**src/rtl/alp_seq_pkg.sv**
```systemverilog
// alp_seq_pkg: shared state encoding, ALU opcodes and shift codes for the mul/div sequencer
package alp_seq_pkg;
   typedef enum logic [2:0] {IDLE, CLR, ZCHK, MSTEP, DSHL, DSUB, DONE} state_e;
   localparam logic [3:0] ZERO  = 4'd0;
   localparam logic [3:0] PASSA = 4'd1;
   localparam logic [3:0] PASSB = 4'd2;
   localparam logic [3:0] ADD   = 4'd3;
   localparam logic [3:0] SUB   = 4'd4;
   localparam logic [1:0] SH_NONE  = 2'b00;
   localparam logic [1:0] SH_RIGHT = 2'b01;
   localparam logic [1:0] SH_LEFT  = 2'b10;
endpackage

```
**src/rtl/alp_mq_reg.sv**
```systemverilog
// alp_mq_reg: 32-bit MQ register with load, right shift with fill bit, left shift and LSB set
module alp_mq_reg (
   input  logic        clk_i,
   input  logic        rst_i,
   input  logic        load_i,
   input  logic [31:0] data_i,
   input  logic        shr_i,
   input  logic        shr_in_i,
   input  logic        shl_i,
   input  logic        set_lsb_i,
   input  logic        lsb_i,
   output logic [31:0] q_o
);
   logic [31:0] q_q, q_d;
   always_comb
      q_d = load_i    ? data_i :
            shr_i     ? {shr_in_i, q_q[31:1]} :
            shl_i     ? {q_q[30:0], 1'b0} :
            set_lsb_i ? {q_q[31:1], lsb_i} : q_q;
   always_ff @(posedge clk_i)
      q_q <= rst_i ? '0 : q_d;
   assign q_o = q_q;
endmodule

```
**src/rtl/alp_muldiv_seq.sv**
```systemverilog
// alp_muldiv_seq: sequencer for shift-add multiply and restoring divide over a sliced ALU
module alp_muldiv_seq
   import alp_seq_pkg::*;
(
   input  logic        clk_h,
   input  logic        reset_h,
   input  logic        start_h,
   input  logic        op_div_h,
   input  logic [31:0] mq_in_h,
   input  logic        cout_h,
   input  logic        sout_lsb_h,
   input  logic        wmuxz_l,
   output logic [3:0]  alu_op_h,
   output logic [1:0]  shift_h,
   output logic        sin_h,
   output logic        wr_en_h,
   output logic        busy_h,
   output logic        done_h,
   output logic        dvz_h,
   output logic [31:0] mq_h
);
   state_e      state_q, state_d;
   logic [4:0]  cnt_q, cnt_d;
   logic        dvz_q, dvz_d;
   logic        op_div_q, op_div_d;
   logic        accept, last;
   assign accept = (state_q == IDLE) && start_h;
   assign last   = cnt_q == 5'd31;
   always_ff @(posedge clk_h)
      if (reset_h) begin
         state_q  <= IDLE;
         cnt_q    <= '0;
         dvz_q    <= 1'b0;
         op_div_q <= 1'b0;
      end else begin
         state_q  <= state_d;
         cnt_q    <= cnt_d;
         dvz_q    <= dvz_d;
         op_div_q <= op_div_d;
      end
   // counter saturates at 31 so the final step never wraps
   always_comb begin
      state_d  = state_q;
      cnt_d    = cnt_q;
      dvz_d    = dvz_q;
      op_div_d = op_div_q;
      case (state_q)
         IDLE:
            if (start_h) begin
               state_d  = CLR;
               cnt_d    = '0;
               dvz_d    = 1'b0;
               op_div_d = op_div_h;
            end
         CLR:  state_d = op_div_q ? ZCHK : MSTEP;
         ZCHK: begin
            state_d = wmuxz_l ? DSHL : DONE;
            dvz_d   = ~wmuxz_l;
         end
         MSTEP: begin
            state_d = last ? DONE : MSTEP;
            cnt_d   = last ? cnt_q : cnt_q + 5'd1;
         end
         DSHL: state_d = DSUB;
         DSUB: begin
            state_d = last ? DONE : DSHL;
            cnt_d   = last ? cnt_q : cnt_q + 5'd1;
         end
         default: state_d = IDLE;
      endcase
   end
   always_comb begin
      alu_op_h = PASSA;
      shift_h  = SH_NONE;
      sin_h    = 1'b0;
      wr_en_h  = 1'b0;
      case (state_q)
         CLR: begin
            alu_op_h = ZERO;
            wr_en_h  = 1'b1;
         end
         ZCHK: alu_op_h = PASSB;
         MSTEP: begin
            alu_op_h = mq_h[0] ? ADD : PASSA;
            shift_h  = SH_RIGHT;
            sin_h    = cout_h & mq_h[0];
            wr_en_h  = 1'b1;
         end
         DSHL: begin
            shift_h = SH_LEFT;
            sin_h   = mq_h[31];
            wr_en_h = 1'b1;
         end
         DSUB: begin
            alu_op_h = SUB;
            wr_en_h  = cout_h;
         end
         default: ;
      endcase
   end
   assign busy_h = state_q != IDLE;
   assign done_h = state_q == DONE;
   assign dvz_h  = dvz_q;
   alp_mq_reg u_mq (
      .clk_i    (clk_h),
      .rst_i    (reset_h),
      .load_i   (accept),
      .data_i   (mq_in_h),
      .shr_i    (state_q == MSTEP),
      .shr_in_i (sout_lsb_h),
      .shl_i    (state_q == DSHL),
      .set_lsb_i(state_q == DSUB),
      .lsb_i    (cout_h),
      .q_o      (mq_h)
   );
endmodule

```
**config.mk**
```make
export PLATFORM = sky130hd
export DESIGN_NAME = alp_muldiv_seq
export DESIGN_NICKNAME = d
export VERILOG_FILES = /design/src/rtl/alp_seq_pkg.sv /design/src/rtl/alp_mq_reg.sv /design/src/rtl/alp_muldiv_seq.sv
export SDC_FILE = /design/constraint.sdc
export NUM_CORES = 1
export LEC_CHECK = 0
export ABC_AREA = 1
export ABC_CLOCK_PERIOD_IN_PS = 1900
export BUFFER_PORTS_ARGS = -buffer_cell sky130_fd_sc_hd__buf_4
export CAP_MARGIN = 20
export CORE_MARGIN = 4
export CORE_UTILIZATION = 25
export CTS_BUF_LIST = sky130_fd_sc_hd__clkbuf_16
export DETAILED_ROUTE_END_ITERATION = 10
export PLACE_DENSITY = 0.43
export RECOVER_POWER = 100
export SKIP_LAST_GASP = 1
export SLEW_MARGIN = 20
export SYNTH_ARGS = -nofsm -noshare
export SYNTH_HDL_FRONTEND = slang
export SYNTH_SLANG_ARGS = --single-unit
```
**constraint.sdc**
```tcl
create_clock -name clk_h -period 1.9 [get_ports clk_h]
set_input_delay 0.57 -clock clk_h [delete_from_list [all_inputs] [get_ports clk_h]]
set_output_delay 0.57 -clock clk_h [all_outputs]
set_load 0.01 [all_outputs]
```
==> results.toml <==
[synthesis]
yosysTopAreaCell = "dfxtp_1"
syn_inst = 417
synth-main-ff-cell = "dfxtp_1"
synth-simple-area-share = 0.411
synth_fa_ha_area_frac = 0.0143
synth_area_per_cell_um2 = 6.31
synth-edff-count = 0
yosysMostFrequentCell = "nand2_1"
yosys_warnings = 0
ys_top_cells_by_area = "dfxtp_1, nand2_1, inv_1"
synth_area_um2 = 2630
synth_top_family_by_area = "simple AND/OR/NAND/NOR gates"
synth_top_area_frac = 0.320
ys_seq_area_frac = 0.320
ys_ff_latch = 42
synth_xor_xnor_area_share = 0
synthesis.nets = 459
synth_compound_area_frac = 0.103
synthDistinctLibCells = 32
async_flop_share = 0
synthTopCellsByCount = "nand2_1, inv_1, dfxtp_1, nor2_1, nand4_1"
muxShareOfSynthArea = 0

[finish]
fin_util = 0.324
synthToLayoutAreaGrowth_pct = 26.7
antenna_cells = 0
seq_area_um2 = 846
multi_input_area_um2 = 1360
nFillCells = 1232
final_nets = 540
drive_above_1_share = 0.181

[pwr]
seqPwrFrac = 0.390
p_clk_frac = 0.260
comb_power_share = 0.350
p_sw_mw = 1.18
intPower_mw = 1.92
power_density_nw_per_um2 = 929
peakVddDrop_v = 0.000382
power.total_mw = 3.10
switching_share = 0.381
power_leakage_nw = 1.72

[timing]
worst_slew_pin_slew_ns = 0.531
finalCritPeriodShare = 0.984
drv_slew = 0
fmax_mhz = 535
relSlewSlack = 0.646
rsz0062_at_grt = "true"
hold_violations = 0
finalCriticalPeriod_ns = 1.87
setup_viol = 0
skew_ns = 0.00545

[place]
finalWeightedCongestion = 0.880
port_buffers = 80
place_hpwl_um = 5920

[routing]
finalWirelength_um = 8200
viasPerCell = 4.32
drtAntennaViolNets = 0
drt-initial-drc-count = 135
vias = 2742
drt-pass1-iter-count = 4
drt-wirelength-per-cell_um = 12.9
drc = 0

[die]
rows = 37
die_h_um = 111
core_um2 = 10300
io_pins = 82
dieArea_um2 = 12200
start_util = 0.256
die_width_um = 111

[global_routing]
grt_pass1_wl_um = 13900
grt_use_total = 0.135
grt_pass1_vias = 2833
gr-total-overflow = 0
grt_max_degree = 26
antenna_found_initial = 0

[clock_tree]
cts_max_level = 2
clk_latency_ns = 0.28
cts_root_buf = "clkbuf_16"
ctsHoldBuffers = 0
cts_tree = "yes"
cts_sinks = 42
numCtsBuffers = 5
cts.clk_slew.worst_paths_ns = 0.06
clockBufferDepth = 2

[critical_path]
crit_required_ns = 1.33
r2r-start = "state_q[0]$_SDFFE_PP0P_"
cp_max_fo = 4
path_class = "reg2out"
start_kind = "flop"
cp-startpoint = "state_q[1]$_SDFFE_PP0P_"
endpoint_kind = "output port"
crit_arrival_ns = 1.30

[hold_path]
hp-start = "op_div_q$_SDFFE_PP0P_"
hold_class = "reg2reg"

[job]
maxCapViolCount = 0

[status]
status = "finished, final reports clean"
-- routing by layer --
| layer | track usage | vias to the layer above | part of all wire |
|---|---|---|---|
| met4 | 0.0279 | 0 | 0.0098 |
| met3 | 0.0340 | 8 | 0.057 |
| met2 | 0.226 | 71 | 0.46 |
| li1 | - | 1438 | - |
| met5 | 0 | - | 0 |
| met1 | 0.177 | 1225 | 0.47 |
-- layout make-up --
type	count	share of cell area
Clock inverter	2	0.00225
Inverter	69	0.0777
Multi-Input combinational cell	287	0.407
Tap cell	136	0.0510
Sequential cell	42	0.254
Clock buffer	5	0.0375
Timing Repair Buffer	93	0.171
-- cell usage in the layout, fill, tap and decap left out, types with 4 or more instances in the layout --
cell / count
nand4_1: 22
buf_4: 53
nand2_1: 152
inv_2: 4
o21ai_1: 13
clkbuf_16: 5
a21oi_1: 9
nor2_1: 38
clkbuf_1: 36
dfxtp_1: 40
o21ai_0: 8
nand2_2: 4
nand3_1: 16
a21oi_2: 10
inv_1: 67
-- worst paths after layout --
check / to / slack (ns) / cells past startpoint
min reg2reg: op_div_q$_SDFFE_PP0P_ / 0.49 / 2
min: op_div_q$_SDFFE_PP0P_ / 0.49 / 2
max: sin_h / 0.03 / 5
max reg2reg: u_mq.q_o[31]$_SDFFE_PP0P_ / 0.15 / 9
-- worst max-delay path, stage by stage (launching register included) --
cell     delay [ns]
dfxtp_2        0.40
inv_2          0.07
nand2_1        0.12
nor2_2         0.08
a32o_1         0.22
buf_4          0.14
-- state kept, by name, summed over array words and instances (netlist names) --
register	count
u_mq.q_o	32
cnt_q	5
state_q	3
dvz_h	1
op_div_q	1
-- power groups by stage --
stage          Combinational, mW  Clock [mW]  Sequential [mW]
4_1_cts                     1.20       0.840             1.22
3_5_place_dp                1.20           0             1.23
6_report                    1.09       0.805             1.21
2_1_floorplan              0.721           0             1.24
3_3_place_gp                1.19           0             1.24
5_1_grt                     1.25       0.867             1.24
-- repair_timing --
item | CTS | global route
hold endpoints to repair | 0 | 0
pin swaps | 0 | 1
cloned | 0 | 0
setup buffers | 0 | 2
setup endpoints to repair | 4 | 3
resized for setup | 2 | 1
-- cell families (layout without fill, tap and decap cells) --
| logic type | Yosys count | in the layout |
|---|---|---|
| adder cells (fa/ha/maj) | 3 | 3 |
| other | 1 | 1 |
| AO/OA/AOI/OAI | 43 | 43 |
| flip-flops | 42 | 42 |
| AND/OR/NAND/NOR | 240 | 240 |
| buffers and inverters | 88 | 169 |
-- stage by stage --
| stage | instances | cell area [um^2] | hold WS, ns | setup TNS, ns | setup slack (ns) |
|---|---|---|---|---|---|
| CTS | 632 | 3490 | 0.481 | 0 | 0.0235 |
| finish | 634 | 3330 | 0.486 | 0 | 0.0306 |
| global route | 634 | 3330 | 0.513 | -0.0695 | -0.0284 |
| detailed placement | 625 | 3350 | 0.472 | 0 | 0.223 |
| global placement | 625 | 3350 | 0.465 | 0 | 0.236 |
| floorplan | 417 | 2630 | 0.431 | 0 | 0.133 |
Note: power is estimated with default switching activity, not from simulation.
